### src/rtl/instr_loader_if.sv
// Instruction-memory write bus between the SPI loader and the instruction RAM.
// The loader is the master; the memory (or a bench monitor) is the slave.
interface instr_loader_if;
  logic        we;
  logic [31:0] addr;
  logic [31:0] wdata;

  modport master (output we, addr, wdata);
  modport slave  (input  we, addr, wdata);
endinterface

### src/rtl/instr_loader.sv
// SPI mode-0 boot loader: receives a framed program image, writes it word by word
// into instruction memory and holds the core in reset until a start command.
module instr_loader #(
  parameter logic [31:0] IMEM_BASE = 32'h0000_0000,
  parameter int          MAX_WORDS = 1024
) (
  input  logic                  clk,
  input  logic                  rst,
  input  logic                  spi_sclk,
  input  logic                  spi_cs_n,
  input  logic                  spi_mosi,
  output logic                  spi_miso,
  instr_loader_if.master        imem,
  output logic                  load_done,
  output logic                  op_err,
  output logic                  cpu_rst_n
);

  typedef enum logic [2:0] {IDLE, CMD, CNT_HI, CNT_LO, DATA, DRAIN} state_t;

  localparam logic [16:0] MAX_W     = 17'(MAX_WORDS);
  localparam logic [7:0]  CMD_LOAD  = 8'hA5;
  localparam logic [7:0]  CMD_START = 8'h5A;

  state_t      state_q, state_d;
  logic [1:0]  sclk_sync, cs_sync, mosi_sync;
  logic        sclk_q, cs_q;
  logic [2:0]  bit_cnt;
  logic [6:0]  rx_sr;
  logic [7:0]  tx_sr, echo;
  logic [7:0]  cnt_hi;
  logic [15:0] word_total, rx_words, widx;
  logic [1:0]  byte_in_word;
  logic [23:0] word_sr;
  logic        done_pend;

  logic        sclk_rise, sclk_fall, cs_fall, cs_rise, mosi_s;
  logic        byte_done, last_word;
  logic [7:0]  rx_byte;
  logic [15:0] count_full;

  function automatic logic opcode_ok(input logic [6:0] op);
    case (op)
      7'b0000011, 7'b0100011, 7'b0110011, 7'b0010011, 7'b1100011,
      7'b1101111, 7'b1100111, 7'b0110111, 7'b0010111: opcode_ok = 1'b1;
      default:                                         opcode_ok = 1'b0;
    endcase
  endfunction

  // NOTE: cs_n synchroniser resets to "selected" so a frame already in progress
  // when rst releases can never produce a falling edge; only a rise re-arms it.
  always_ff @(posedge clk or negedge rst) begin
    if (!rst) begin
      sclk_sync <= 2'b00;
      cs_sync   <= 2'b00;
      mosi_sync <= 2'b00;
      sclk_q    <= 1'b0;
      cs_q      <= 1'b0;
    end else begin
      sclk_sync <= {sclk_sync[0], spi_sclk};
      cs_sync   <= {cs_sync[0], spi_cs_n};
      mosi_sync <= {mosi_sync[0], spi_mosi};
      sclk_q    <= sclk_sync[1];
      cs_q      <= cs_sync[1];
    end
  end

  assign sclk_rise  = sclk_sync[1] & ~sclk_q;
  assign sclk_fall  = ~sclk_sync[1] & sclk_q;
  assign cs_fall    = ~cs_sync[1] & cs_q;
  assign cs_rise    = cs_sync[1] & ~cs_q;
  assign mosi_s     = mosi_sync[1];
  assign rx_byte    = {rx_sr, mosi_s};
  assign byte_done  = sclk_rise && (bit_cnt == 3'd7) && (state_q != IDLE);
  assign count_full = {cnt_hi, rx_byte};
  assign last_word  = (byte_in_word == 2'd3) && ((rx_words + 16'd1) == word_total);
  assign spi_miso   = tx_sr[7] && (state_q != IDLE);

  always_ff @(posedge clk or negedge rst) begin
    if (!rst) state_q <= IDLE;
    else      state_q <= state_d;
  end

  // NOTE: state_d takes its default before the case so no path infers a latch.
  always_comb begin
    state_d = state_q;
    if (cs_rise) begin
      state_d = IDLE;
    end else begin
      case (state_q)
        IDLE:    if (cs_fall)   state_d = CMD;
        CMD:     if (byte_done) state_d = (rx_byte == CMD_LOAD) ? CNT_HI : DRAIN;
        CNT_HI:  if (byte_done) state_d = CNT_LO;
        CNT_LO:  if (byte_done) state_d = (count_full == 16'd0) ? DRAIN : DATA;
        DATA:    if (byte_done && last_word) state_d = DRAIN;
        DRAIN:   state_d = DRAIN;
        default: state_d = IDLE;
      endcase
    end
  end

  always_ff @(posedge clk or negedge rst) begin
    if (!rst) begin
      imem.we      <= 1'b0;
      imem.addr    <= IMEM_BASE;
      imem.wdata   <= 32'h0;
      load_done    <= 1'b0;
      op_err       <= 1'b0;
      cpu_rst_n    <= 1'b0;
      bit_cnt      <= 3'd0;
      rx_sr        <= 7'h0;
      tx_sr        <= 8'h0;
      echo         <= 8'h0;
      cnt_hi       <= 8'h0;
      word_total   <= 16'd0;
      rx_words     <= 16'd0;
      widx         <= 16'd0;
      byte_in_word <= 2'd0;
      word_sr      <= 24'h0;
      done_pend    <= 1'b0;
    end else begin
      imem.we <= 1'b0;
      if (done_pend) begin
        load_done <= 1'b1;
        done_pend <= 1'b0;
      end
      if (cs_rise) begin
        // An aborted frame drops any partial byte, count or word.
        bit_cnt      <= 3'd0;
        byte_in_word <= 2'd0;
      end else begin
        if (state_q == IDLE && cs_fall) begin
          bit_cnt      <= 3'd0;
          byte_in_word <= 2'd0;
          tx_sr        <= {cpu_rst_n, load_done, op_err, 5'b0};
        end
        if (state_q != IDLE) begin
          if (sclk_rise) begin
            bit_cnt <= bit_cnt + 3'd1;
            rx_sr   <= {rx_sr[5:0], mosi_s};
          end
          // The fall just after a byte boundary presents the echo byte's MSB.
          if (sclk_fall) tx_sr <= (bit_cnt == 3'd0) ? echo : {tx_sr[6:0], 1'b0};
        end
        if (byte_done) begin
          echo <= rx_byte;
          case (state_q)
            CMD: begin
              if (rx_byte == CMD_LOAD) begin
                load_done <= 1'b0;
                op_err    <= 1'b0;
                cpu_rst_n <= 1'b0;
                widx      <= 16'd0;
                rx_words  <= 16'd0;
                done_pend <= 1'b0;
              end else if (rx_byte == CMD_START) begin
                if (load_done) cpu_rst_n <= 1'b1;
                else           op_err    <= 1'b1;
              end
            end
            CNT_HI: cnt_hi <= rx_byte;
            CNT_LO: begin
              word_total   <= count_full;
              byte_in_word <= 2'd0;
              if (count_full == 16'd0)          load_done <= 1'b1;
              if ({1'b0, count_full} > MAX_W)   op_err    <= 1'b1;
            end
            DATA: begin
              byte_in_word <= byte_in_word + 2'd1;
              if (byte_in_word == 2'd3) begin
                rx_words <= rx_words + 16'd1;
                if ({1'b0, widx} < MAX_W) begin
                  imem.we    <= 1'b1;
                  imem.addr  <= IMEM_BASE + {14'b0, widx, 2'b00};
                  imem.wdata <= {word_sr, rx_byte};
                  widx       <= widx + 16'd1;
                  if (!opcode_ok(rx_byte[6:0])) op_err <= 1'b1;
                end
                if (last_word) done_pend <= 1'b1;
              end else begin
                word_sr <= {word_sr[15:0], rx_byte};
              end
            end
            default: ;
          endcase
        end
      end
    end
  end

endmodule

### src/flat_wrapper.sv
// flat-port wrapper written by rule: the top's interface ports become plain ports
module instr_loader_flat 
#(
  parameter logic [31:0] IMEM_BASE = 32'h0000_0000,
  parameter int          MAX_WORDS = 1024
)
  (clk, rst, spi_sclk, spi_cs_n, spi_mosi, spi_miso, load_done, op_err, cpu_rst_n, imem_we, imem_addr, imem_wdata);
  instr_loader_if imem_i ();
  input  logic clk;
  input  logic rst;
  input  logic spi_sclk;
  input  logic spi_cs_n;
  input  logic spi_mosi;
  output logic spi_miso;
  output logic load_done;
  output logic op_err;
  output logic cpu_rst_n;
  output wire logic [$bits(imem_i.we)-1:0] imem_we;
  output wire logic [$bits(imem_i.addr)-1:0] imem_addr;
  output wire logic [$bits(imem_i.wdata)-1:0] imem_wdata;
  assign imem_we = imem_i.we;
  assign imem_addr = imem_i.addr;
  assign imem_wdata = imem_i.wdata;
  instr_loader #(.IMEM_BASE(IMEM_BASE), .MAX_WORDS(MAX_WORDS)) u_core (.clk(clk), .rst(rst), .spi_sclk(spi_sclk), .spi_cs_n(spi_cs_n), .spi_mosi(spi_mosi), .spi_miso(spi_miso), .imem(imem_i), .load_done(load_done), .op_err(op_err), .cpu_rst_n(cpu_rst_n));
endmodule
### config.mk
export PLATFORM = sky130hd
export DESIGN_NAME = instr_loader_flat
export DESIGN_NICKNAME = d
export VERILOG_FILES = /design/src/rtl/instr_loader_if.sv /design/src/rtl/instr_loader.sv /design/src/flat_wrapper.sv
export SDC_FILE = /design/constraint.sdc
export NUM_CORES = 1
export LEC_CHECK = 0
export BUFFER_PORTS_ARGS = -buffer_cell sky130_fd_sc_hd__clkbuf_2
export CORE_MARGIN = 10
export CORE_UTILIZATION = 39
export DETAILED_ROUTE_END_ITERATION = 10
export SYNTH_ARGS = -nofsm -noshare
export SYNTH_HDL_FRONTEND = slang
export SYNTH_SLANG_ARGS = --single-unit
### constraint.sdc
create_clock -name clk -period 4.9 [get_ports clk]
set_input_delay 0.49 -clock clk [delete_from_list [all_inputs] [get_ports clk]]
set_output_delay 0.49 -clock clk [all_outputs]
set_load 0.02 [all_outputs]
==> impl_metrics.json, run 1 <==
{
  "grt_max_degree": 83,
  "ioPinCount": 74,
  "hpwl_mm": 12.2,
  "power_density_mw_per_mm2": 372,
  "holdBufCountCts": 0,
  "path_class": "reg2reg",
  "antenna_left": 0,
  "synth_cell_type_count": 63,
  "finalHoldViolCount": 0,
  "rsz0062_at_grt": "no",
  "start_kind": "flip-flop",
  "first_global_vias": 5512,
  "cts_tree": "built",
  "antenna_found_initial": 0,
  "slew_headroom_pct": 26.0,
  "yosys_warnings": 0,
  "critical_path.slowest_cell": "and3_2",
  "grt_overflow": 0,
  "nNetsFinal": 716,
  "path_delay_family": "simple AND/OR/NAND/NOR gates",
  "drv_cap": 0,
  "holdWs_ps": 121,
  "crit_required_ps": 5210,
  "cts.path.max_buffers": 2,
  "synth.avg_cell_area_um2": 11.9,
  "maxSlewViolCount": 0,
  "drtPass1Iterations": 8,
  "period_share_pct": 62.8,
  "core_area_mm2": 0.0197,
  "crit_chain": "or3_1 -> and2_1 -> nand2_2 -> nor2_1 -> and3_2 -> mux2_2",
  "wl_per_cell_um": 17.9,
  "max_freq_mhz": 325,
  "dr_total_vias": 5317,
  "ir_drop_v": 0.000230,
  "place.gp.congestion": 0.866,
  "vias_per_cell": 5.41,
  "synth-main-ff-cell": "dfrtp_1",
  "post-route-min-period_ps": 3080,
  "setup_viol": 0,
  "postCtsSetupBuffers": 0,
  "leakagePower_nw": 4.32,
  "remaining_drc_errors": 0,
  "initial_utilization_pct": 40.0,
  "cts.clk_slew.worst_paths_ps": 70,
  "dieHeight_um": 162,
  "fin_tns_setup_ps": 0,
  "area_growth_pct": 13.0,
  "netlist_instances": 663,
  "portBuffers": 57,
  "worstPathArrival_ps": 3390,
  "clk_latency_ps": 440,
  "syn_area_mm2": 0.00787,
  "cts_made_buffers": 17,
  "status": "finished clean",
  "htreeDepth": 4,
  "die_w_um": 162,
  "worstHoldPathType": "in2async",
  "fp-row-count": 51,
  "path_max_fanout": 49,
  "n_antenna_cell": 0,
  "critPathMaxStageDelay_ps": 990,
  "end_kind": "flip-flop",
  "cts.sinks": 172,
  "grt_pass1_wl_mm": 29.6,
  "die-area_mm2": 0.0262,
  "worst-slew-pin-transition_ps": 1110,
  "cts_resized": 0,
  "synth_edf_count": 0,
  "drtIter0Drc": 336,
  "path_buf_inv": 0,
  "ys_seq_area_share_pct": 54.7,
  "ys_seq_elements": 172,
  "grtUsageTotal_pct": 13.8,
  "worst_clock_skew_ps": 15.3,
  "drive_gt1_share_pct": 29.8,
  "wirelength_mm": 17.6,
  "cts-root-buf": "clkbuf_16",
  "synthArstFlopShare_pct": 100
}
power breakdown:
| part | switching (mW) | internal, mW |
|---|---|---|
| clock | 0.626 | 0.707 |
| combinational | 0.218 | 0.146 |
| sequential | 0.136 | 1.47 |
path summary, 6_finish.rpt:
path                                          to  depth (start not counted)  slack, ps                 from
setup / recovery            u_core.imem.wdata[1]                          6       1820    u_core.state_q[1]
hold / removal                u_core.rx_words[8]                          1        120                  rst
setup reg to reg            u_core.imem.wdata[1]                          6       1820    u_core.state_q[1]
hold reg to reg              u_core.sclk_sync[1]                          0        350  u_core.sclk_sync[0]
max in group asynchronous  u_core.imem.wdata[22]                          2       3690                  rst
min in group clk               u_core.cs_sync[0]                          1        170             spi_cs_n
stage by stage:
stage / setup slack [ps] / utilization, % / cells / power, mW / cell area [um^2]
global placement: 1890 / 42.2 / 951 / 1.98 / 8300
finish: 1820 / 45.2 / 983 / 3.30 / 8890
global route: 1440 / 45.2 / 983 / 3.45 / 8890
floorplan: 2490 / - / 678 / 1.87 / 7920
detailed placement: 1800 / 42.2 / 951 / 2.00 / 8300
CTS: 1790 / 45.2 / 983 / 3.33 / 8890
cells in the mapped netlist, types with 12 or more instances:
library cell | count | area [um^2]
nor2_1 | 50 | 188
dfrtp_1 | 172 | 4300
mux2_2 | 108 | 1220
clkbuf_1 | 19 | 71.3
xor2_1 | 12 | 105
nand2_1 | 29 | 109
o21ai_0 | 25 | 125
nor2b_1 | 14 | 87.6
xnor2_1 | 14 | 123
buf_2 | 14 | 70.1
nand4_1 | 13 | 81.3
nand3_1 | 19 | 95.1
buf_4 | 19 | 143
cell families (layout without fill, tap and decap cells):
logic type | after synthesis | count (layout) | share of synthesized area (%)
xor gates and xnor gates | 26 | 26 | 2.90
DFF | 172 | 172 | 54.7
buffers and inverters | 59 | 99 | 3.95
other | 1 | 16 | 0.0477
AOI/OAI and AO/OA | 96 | 96 | 8.46
adders and majority gates | 7 | 7 | 1.08
and+or+nand+nor | 189 | 189 | 12.7
muxes | 113 | 113 | 16.1
placed cells by master (no fill, tap or decap), types with 6 or more instances in the layout:
cell,instances
xor2_1,12
a21oi_1,7
clkbuf_16,17
nor4_1,8
xnor2_1,14
clkbuf_2,56
nor2_1,50
nand4_1,13
nor2b_1,14
nor3_1,10
o31ai_1,11
ha_1,6
nand3_1,19
dfrtp_1,172
and3_1,10
nand2_1,29
o21ai_0,25
a31oi_1,11
mux2_2,108
conb_1,16
sequential cells by signal, summed over array words and instances, names as in the netlist, 2 cells and up:
signal	count
u_core.bit_cnt	3
u_core.byte_in_word	2
u_core.cnt_hi	8
u_core.cs_sync	2
u_core.echo	8
u_core.imem.addr	16
u_core.imem.wdata	32
u_core.mosi_sync	2
u_core.rx_sr	7
u_core.rx_words	16
u_core.sclk_sync	2
u_core.state_q	3
u_core.tx_sr	8
u_core.widx	16
u_core.word_sr	24
u_core.word_total	16
layer usage:
layer | global-route usage [%] | wire [um] | vias to the layer above
li1 | - | - | 2452
met1 | 17.8 | 7790 | 2724
met2 | 22.2 | 8840 | 119
met3 | 2.91 | 681 | 22
met4 | 5.33 | 260 | 0
met5 | 0 | 0 | -
cell type report:
cell class,count,area [um^2]
fillers,1859,10800
flip-flops and latches,172,4300
multi-input cells,447,3310
clock buffers,19,453
well taps,265,332
repair buffers,62,329
clock inverters,13,140
inverters,5,18.8
Power figures use the tool's default switching activity.
==> inputs of run 2 (changes only) <==
clock period = 3 ns   (was 4.9 ns; I/O delays follow)
==> impl_metrics.json, run 2 (synthesized netlist as in run 1, its figures left out) <==
{
  "drtPass1Iterations": 5,
  "worstHoldPathType": "reg2reg",
  "vias_per_cell": 5.37,
  "met2_wirelength_mm": 8.99,
  "grtUsageTotal_pct": 14.4,
  "critPathMaxStageDelay_ps": 870,
  "crit_chain": "or3_1 -> and3_1 -> a2111oi_0 -> nand2_1 -> o31ai_1 -> a21boi_0",
  "post-route-min-period_ps": 2700,
  "area_growth_pct": 15.4,
  "finalHoldViolCount": 0,
  "drive_gt1_share_pct": 31.2,
  "remaining_drc_errors": 0,
  "swShare_pct": 29.5,
  "slew_headroom_pct": 35.6,
  "wl_met1_mm": 7.81,
  "power_density_mw_per_mm2": 610,
  "seq_area_mm2": 0.00430,
  "pre_cts_ws_ps": 336,
  "grt_overflow": 0,
  "path_max_fanout": 12,
  "p_comb_share_pct": 13.5,
  "leakagePower_nw": 4.42,
  "rsz0062_at_grt": "no",
  "setup_ws_ps": 295,
  "wl_per_cell_um": 18.1,
  "grt_pass1_wl_mm": 30.5,
  "antenna_left": 0,
  "wl_met3_mm": 1.02,
  "fp-row-count": 51,
  "status": "finished clean",
  "ioPinCount": 74,
  "fill_cells": 1825,
  "crit_required_ps": 3340,
  "path_class": "reg2reg",
  "cts.path.max_buffers": 2,
  "worstPathArrival_ps": 3050,
  "grt_max_degree": 84,
  "place.gp.congestion": 0.854,
  "final_cell_mix": "172 x dfrtp_1, 108 x mux2_2, 56 x clkbuf_2",
  "cts_tree": "built",
  "cts-root-buf": "clkbuf_16",
  "postCtsSetupBuffers": 0,
  "multi_input_area_mm2": 0.00331,
  "wirelength_mm": 18.1,
  "cts.sinks": 172,
  "drtIter0Drc": 324,
  "final_common_cell": "dfrtp_1",
  "initial_utilization_pct": 40.0,
  "highest_layer": "met4",
  "first_global_vias": 5711,
  "n_antenna_cell": 0,
  "maxSlewViolCount": 0,
  "cts_made_buffers": 17,
  "period_share_pct": 90.2,
  "p_sw_mw": 1.63,
  "dr_total_vias": 5386,
  "clk_latency_ps": 440,
  "critical_path.slowest_cell": "a2111oi_0",
  "worst_clock_skew_ps": 10.4,
  "htreeDepth": 4,
  "core_area_mm2": 0.0197,
  "ir_drop_v": 0.000389,
  "max_freq_mhz": 370,
  "cts_resized": 0,
  "end_kind": "flip-flop",
  "hpwl_mm": 12.7,
  "nNetsFinal": 736,
  "worst-slew-pin-transition_ps": 942,
  "setup_viol": 0,
  "die-area_mm2": 0.0262,
  "top_register": "u_core.imem.wdata",
  "cts.clk_slew.worst_paths_ps": 70,
  "largest_reg_flops": 32,
  "fin_util_pct": 46.2,
  "power_frac_seq_pct": 45.9,
  "internal_power_mw": 3.91,
  "top_regs": "u_core.imem.wdata (32), u_core.word_sr (24)",
  "dieHeight_um": 162,
  "fin_tns_setup_ps": 0,
  "antenna_found_initial": 0,
  "die_w_um": 162,
  "drv_cap": 0,
  "portBuffers": 57,
  "p_clk_share_pct": 40.6,
  "start_kind": "flip-flop"
}
run 2: worst paths after layout:
path / slack [ps] / cells after the start / endpoint / startpoint
max: 300 / 6 / u_core.state_q[0] / u_core.state_q[1]
min: 350 / 0 / u_core.sclk_sync[1] / u_core.sclk_sync[0]
max reg2reg: 300 / 6 / u_core.state_q[0] / u_core.state_q[1]
min reg2reg: 350 / 0 / u_core.sclk_sync[1] / u_core.sclk_sync[0]
max in group asynchronous: 1590 / 3 / u_core.imem.wdata[1] / rst
min in group asynchronous: 510 / 2 / u_core.word_total[15] / rst
run 2: layout make-up:
class                      count  area share (%)
multi-input combinational    447            36.5
tap                          265            3.65
inverter                       5           0.207
sequential                   172            47.4
clock inverter                14            1.83
timing repair buffer          82            5.53
clock buffer                  18            4.84
run 2: layer usage:
metal	GRT usage, %	vias to the layer above
met3	3.36	26
met1	18.1	2719
met4	5.25	0
met2	23.7	147
met5	0	-
li1	-	2494
run 2: power groups by stage:
stage	Combinational, mW	Sequential, mW	Clock (mW)
global route	0.834	2.55	2.40
finish	0.750	2.54	2.25
floorplan	0.558	2.50	0
CTS	0.756	2.54	2.30
global placement	0.730	2.57	0
detailed placement	0.747	2.58	0
run 2: through the flow:
stage	hold WS [ps]	cell area, um^2	cells	total power [mW]
after floorplan	4.41	7920	678	3.06
after global routing	363	9080	1003	5.78
after detailed placement	343	8430	967	3.33
final	355	9080	1003	5.54
after CTS	359	9080	1003	5.60
after global placement	337	8430	967	3.30
run 2: timing repair:
item / CTS / global route
setup endpoints to repair: 0 / 0
hold buffers: 4 / 0
endpoints found under the hold margin: 82 / 0
run 2: critical path: cells and delay by family (launching register included):
kind	cells	cell delay, ps
AOI/OAI and AO/OA	3	1180
and+or+nand+nor	3	950
DFF	1	490
